File: src/rtl/mem_access_ctrl.sv
// rtl/mem_access_ctrl.sv - load/store front end for the 16K-byte data memory
// Word accesses go straight through; byte stores are read-modify-write.
module mem_access_ctrl #(
  parameter int ADDR_W        = 14,
  parameter int DATA_W        = 16,
  parameter bit SIGN_EXT_BYTE = 1'b0
) (
  input  logic              clk,
  input  logic              rst_n,
  input  logic              req_valid,
  output logic              req_ready,
  input  logic              req_write,
  input  logic              req_byte,
  input  logic [ADDR_W-1:0] req_addr,
  input  logic [DATA_W-1:0] req_wdata,
  output logic              rsp_valid,
  input  logic              rsp_ready,
  output logic [DATA_W-1:0] rsp_data,
  output logic              rsp_err,
  output logic [ADDR_W-1:0] mem_addr,
  output logic [DATA_W-1:0] mem_wdata,
  output logic              mem_we,
  input  logic [DATA_W-1:0] mem_rdata
);

  typedef enum logic [2:0] {
    S_IDLE, S_RD, S_WR, S_RMW_RD, S_RMW_WR, S_ERR, S_RESP
  } state_t;

  state_t            state_q, state_d;
  logic [ADDR_W-1:0] mem_addr_q, mem_addr_d;
  logic [DATA_W-1:0] mem_wdata_q, mem_wdata_d;
  logic              mem_we_q, mem_we_d;
  logic              rsp_valid_q, rsp_valid_d;
  logic [DATA_W-1:0] rsp_data_q, rsp_data_d;
  logic              rsp_err_q, rsp_err_d;
  logic              req_ready_q, req_ready_d;
  logic              byte_q, byte_d;
  logic              lane_hi_q, lane_hi_d;
  logic [7:0]        wbyte_q, wbyte_d;

  logic [ADDR_W-1:0] word_addr;
  logic [7:0]        rd_byte;

  always_comb begin
    state_d     = state_q;
    mem_addr_d  = mem_addr_q;
    mem_wdata_d = mem_wdata_q;
    mem_we_d    = 1'b0;
    rsp_valid_d = rsp_valid_q;
    rsp_data_d  = rsp_data_q;
    rsp_err_d   = rsp_err_q;
    req_ready_d = req_ready_q;
    byte_d      = byte_q;
    lane_hi_d   = lane_hi_q;
    wbyte_d     = wbyte_q;
    // The base word always sits at the odd address; its low byte is at W-1.
    word_addr   = {req_addr[ADDR_W-1:1], 1'b1};
    rd_byte     = lane_hi_q ? mem_rdata[15:8] : mem_rdata[7:0];

    case (state_q)
      S_IDLE: begin
        if (req_valid && req_ready_q) begin
          req_ready_d = 1'b0;
          byte_d      = req_byte;
          lane_hi_d   = req_addr[0];
          wbyte_d     = req_wdata[7:0];
          rsp_data_d  = '0;
          rsp_err_d   = 1'b0;
          if (!req_byte && !req_addr[0]) begin
            state_d = S_ERR;
          end else if (!req_write) begin
            state_d    = S_RD;
            mem_addr_d = word_addr;
          end else if (!req_byte) begin
            state_d     = S_WR;
            mem_addr_d  = req_addr;
            mem_wdata_d = req_wdata;
            mem_we_d    = 1'b1;
          end else begin
            state_d    = S_RMW_RD;
            mem_addr_d = word_addr;
          end
        end
      end
      S_RD: begin
        if (byte_q) begin
          rsp_data_d = {{(DATA_W-8){SIGN_EXT_BYTE & rd_byte[7]}}, rd_byte};
        end else begin
          rsp_data_d = mem_rdata;
        end
        rsp_valid_d = 1'b1;
        state_d     = S_RESP;
      end
      S_WR: begin
        rsp_valid_d = 1'b1;
        state_d     = S_RESP;
      end
      S_RMW_RD: begin
        mem_wdata_d = lane_hi_q ? {wbyte_q, mem_rdata[7:0]}
                                : {mem_rdata[DATA_W-1:8], wbyte_q};
        mem_we_d    = 1'b1;
        state_d     = S_RMW_WR;
      end
      S_RMW_WR: begin
        rsp_valid_d = 1'b1;
        state_d     = S_RESP;
      end
      S_ERR: begin
        rsp_err_d   = 1'b1;
        rsp_data_d  = '0;
        rsp_valid_d = 1'b1;
        state_d     = S_RESP;
      end
      S_RESP: begin
        // Ready returns one cycle after the handshake, so no same-cycle accept.
        if (rsp_ready) begin
          rsp_valid_d = 1'b0;
          req_ready_d = 1'b1;
          state_d     = S_IDLE;
        end
      end
      default: begin
        state_d     = S_IDLE;
        rsp_valid_d = 1'b0;
        req_ready_d = 1'b1;
      end
    endcase
  end

  always_ff @(posedge clk or negedge rst_n) begin
    if (!rst_n) begin
      state_q     <= S_IDLE;
      mem_addr_q  <= '0;
      mem_wdata_q <= '0;
      mem_we_q    <= 1'b0;
      rsp_valid_q <= 1'b0;
      rsp_data_q  <= '0;
      rsp_err_q   <= 1'b0;
      req_ready_q <= 1'b1;
      byte_q      <= 1'b0;
      lane_hi_q   <= 1'b0;
      wbyte_q     <= '0;
    end else begin
      state_q     <= state_d;
      mem_addr_q  <= mem_addr_d;
      mem_wdata_q <= mem_wdata_d;
      mem_we_q    <= mem_we_d;
      rsp_valid_q <= rsp_valid_d;
      rsp_data_q  <= rsp_data_d;
      rsp_err_q   <= rsp_err_d;
      req_ready_q <= req_ready_d;
      byte_q      <= byte_d;
      lane_hi_q   <= lane_hi_d;
      wbyte_q     <= wbyte_d;
    end
  end

  assign req_ready = req_ready_q;
  assign rsp_valid = rsp_valid_q;
  assign rsp_data  = rsp_data_q;
  assign rsp_err   = rsp_err_q;
  assign mem_addr  = mem_addr_q;
  assign mem_wdata = mem_wdata_q;
  assign mem_we    = mem_we_q;

endmodule

File: config.mk
export PLATFORM = sky130hd
export DESIGN_NAME = mem_access_ctrl
export DESIGN_NICKNAME = d
export VERILOG_FILES = /design/src/rtl/mem_access_ctrl.sv
export SDC_FILE = /design/constraint.sdc
export NUM_CORES = 1
export LEC_CHECK = 0
export BUFFER_PORTS_ARGS = -buffer_cell sky130_fd_sc_hd__buf_4
export CAP_MARGIN = 15
export CORE_ASPECT_RATIO = 0.5
export CORE_MARGIN = 2
export CORE_UTILIZATION = 30
export CTS_CLUSTER_SIZE = 8
export DETAILED_ROUTE_END_ITERATION = 12
export GPL_ROUTABILITY_DRIVEN = 1
export PLACE_DENSITY = 0.55
export SETUP_SLACK_MARGIN = 0.4
export SLEW_MARGIN = 30
export SYNTH_ARGS = -nofsm -noshare
export SYNTH_HDL_FRONTEND = slang
export SYNTH_SLANG_ARGS = --single-unit
File: constraint.sdc
create_clock -name clk -period 2.2 [get_ports clk]
set_input_delay 0.11 -clock clk [delete_from_list [all_inputs] [get_ports clk]]
set_output_delay 0.11 -clock clk [all_outputs]
set_load 0.02 [all_outputs]
==> metrics.cfg <==
[outcome]
status=finished, final reports clean

[clocking]
clockBufferDepth=2
clkTransAtPathRegs_ps=50
clkLatencyLatePin_ps=320
clock-sinks=63
h-tree-depth=3
cts_tree=done
cts_buffers=9
root_buffer=clkbuf_16

[synth]
netlist_area_sq_um=2930
ys_types=39
synth_edf_count=0
ys_warn_count=0
yosysTopAreaCell=dfrtp_1
synthArstFlopShare=1.00
ys.flop_type=dfrtp_1
synthCells=246
synth.top_cell.area_share=0.530
ys_ff_latch=63
yosysSeqAreaShare=0.539
avgSynthCellArea_sq_um=11.9
synthesis.nets=298
yosys-top-cells-area=dfrtp_1, mux2_2, mux2i_1, o211ai_1, a311o_1

[placed_design]
place_inst=473
dpl.hpwl_microns=5820
portBuffers=101
gp_congestion=0.740
place_area_sq_um=3870
dp_slack_ps=214

[critical_path]
cp-start-kind=flop
reg2reg_slack_ps=480
critPathLaunch=state_q[1]
worstPathCellList=buf_6 -> or3_4 -> buf_4 -> nor2_2 -> buf_6 -> mux2_2
r2r_start=state_q[1]
critical_path_arrival_ps=1930
crit_buf_inv=3
crit_path_max_incr_delay_ps=390
crit_family=simple AND/OR/NAND/NOR gates
cpMaxStageDelayCell=dfrtp_1
worstSetupEndpointType=flop
r2r_cells=6
cp_max_fo=10
worst_path_most_repeated_cell=buf_6
critical_path_class=flop to flop
critPathRequiredTime_ps=2410
r2r_end=wbyte_q[3]

[route]
drt_wl_total_microns=8100
ant_nets=0
vias=2395
drt-wirelength-per-cell_microns=16.2
drtIter0Drc=113
drc_errors=0
via_per_inst=4.78
first_pass_iters=4

[worst_hold_path]
min_path_type=input pin to flop
whs_path_depth=2
whs_endpoint=state_q[0]
hp-start=req_addr[0]

[timing]
finClkSkew_ps=5.98
setup_slack_ps=476
tightest_slew_ps=824
rsz0062_at_grt=true
fmax_mhz=580
slew_viol_final=0
min_period_ps=1720
max-slew-margin-rel=0.451
hold_slack_ps=16.3
setup-violations-final=0
setup_tns_ps=0
hold_viol=0
fin_crit_sh=0.784

[final_layout]
drive_gt1_frac=0.459
nNetsFinal=413
antenna_cells=0
post_layout_nonfiller_instances=501
syn_to_final_growth_pct=47.1
final_util=0.454
design_area_sq_um=4300

[global_route]
grt_max_degree=64
antenna_found_initial=0
grt_pass1_vias=2536
grt_overflow=0
grt_pass1_wl_microns=12800
grt_usage=0.160

[floorplan]
dieWidth_microns=144
die_h_microns=73.8
die-area_sq_um=10600
ioPinCount=102
core_sq_um=9480
start_util=0.309
num_rows=25

[power]
leakagePower_nw=2.17
ir_drop_mv=0.361
total_power_mw=2.76
powerDensity_nw_per_um2=641

[flow_run]
drv_cap=0

## synth_stat cells (all sizes together), types with 2 or more instances
cell type,number
and3b,2
nor3,12
a311o,11
mux2i,19
o22a,2
nand2b,5
clkbuf,11
a22o,8
nor2,19
o211ai,15
o2bb2ai,8
a21oi,2
or2,2
inv,14
buf,7
nand2,9
dfrtp,62
mux2,23
## sequential cells by signal (all words and copies together), names as in the netlist, 3 cells and up
signal	flops
wbyte_q	8
mem_wdata	16
state_q	3
rsp_data	16
mem_addr	14
## where the power goes
group / internal, mW / leakage (nW) / total (mW) / switching [mW]
clock: 0.902 / 0.146 / 1.40 / 0.498
sequential: 1.17 / 0.841 / 1.18 / 0.00723
combinational: 0.0937 / 1.19 / 0.182 / 0.0882
total: 2.17 / 2.17 / 2.76 / 0.593
## cell type report
type                            instances  area (sq um)
Clock buffer                           12           246
Clock inverter                          4          45.0
Fill cell                             939          5170
Inverter                               14          52.6
Multi-Input combinational cell        151          1240
Sequential cell                        63          1580
Tap cell                              135           169
Timing Repair Buffer                  122           972
## placed cells by master (no fill, tap or decap), types with 11 or more instances in the layout
cell type  netlist  layout
a311o_1         11      11
buf_4            0     113
dfrtp_1         62      60
inv_1           14      14
mux2_2          23      16
mux2i_1         19      19
nor2_1          18      18
nor3_1          11      11
o211ai_1        15      15
## worst register-to-register path, stage by stage (launching register included)
cell and delay (ps):
dfrtp_1 390, buf_6 120, or3_4 360, buf_4 150
nor2_2 80, buf_6 160, mux2_2 340
## worst max path at each step
stage | end | slack, ps | depth (start not counted)
floorplan | mem_wdata[10] | 270 | 7
global placement | mem_wdata[8] | 270 | 3
detailed placement | mem_wdata[6] | 210 | 3
CTS | mem_addr[11] | 410 | 6
global route | wbyte_q[3] | 390 | 6
finish | wbyte_q[3] | 480 | 6
## cell families after synthesis
| family | Yosys count | synth area share |
|---|---|---|
| AND/OR/NAND/NOR | 54 | 0.0953 |
| flip-flops | 63 | 0.539 |
| multiplexers | 42 | 0.153 |
| AO/OA/AOI/OAI | 55 | 0.159 |
| buffers and inverters | 32 | 0.0534 |
## per-layer routing
layer	share of wire	track usage
met1	0.43	0.199
met3	0.043	0.0411
met4	0.013	0.0577
met2	0.52	0.274
met5	0	0
## what timing repair did
item	4_1_cts	5_1_grt
endpoints found under the setup margin	39	34
hold buffers	2	0
pin swaps	2	1
gates resized for setup	9	3
cloned	1	0
setup buffers	9	0
endpoints found under the hold margin	63	0
No activity file was read; power rests on OpenSTA's default activity.
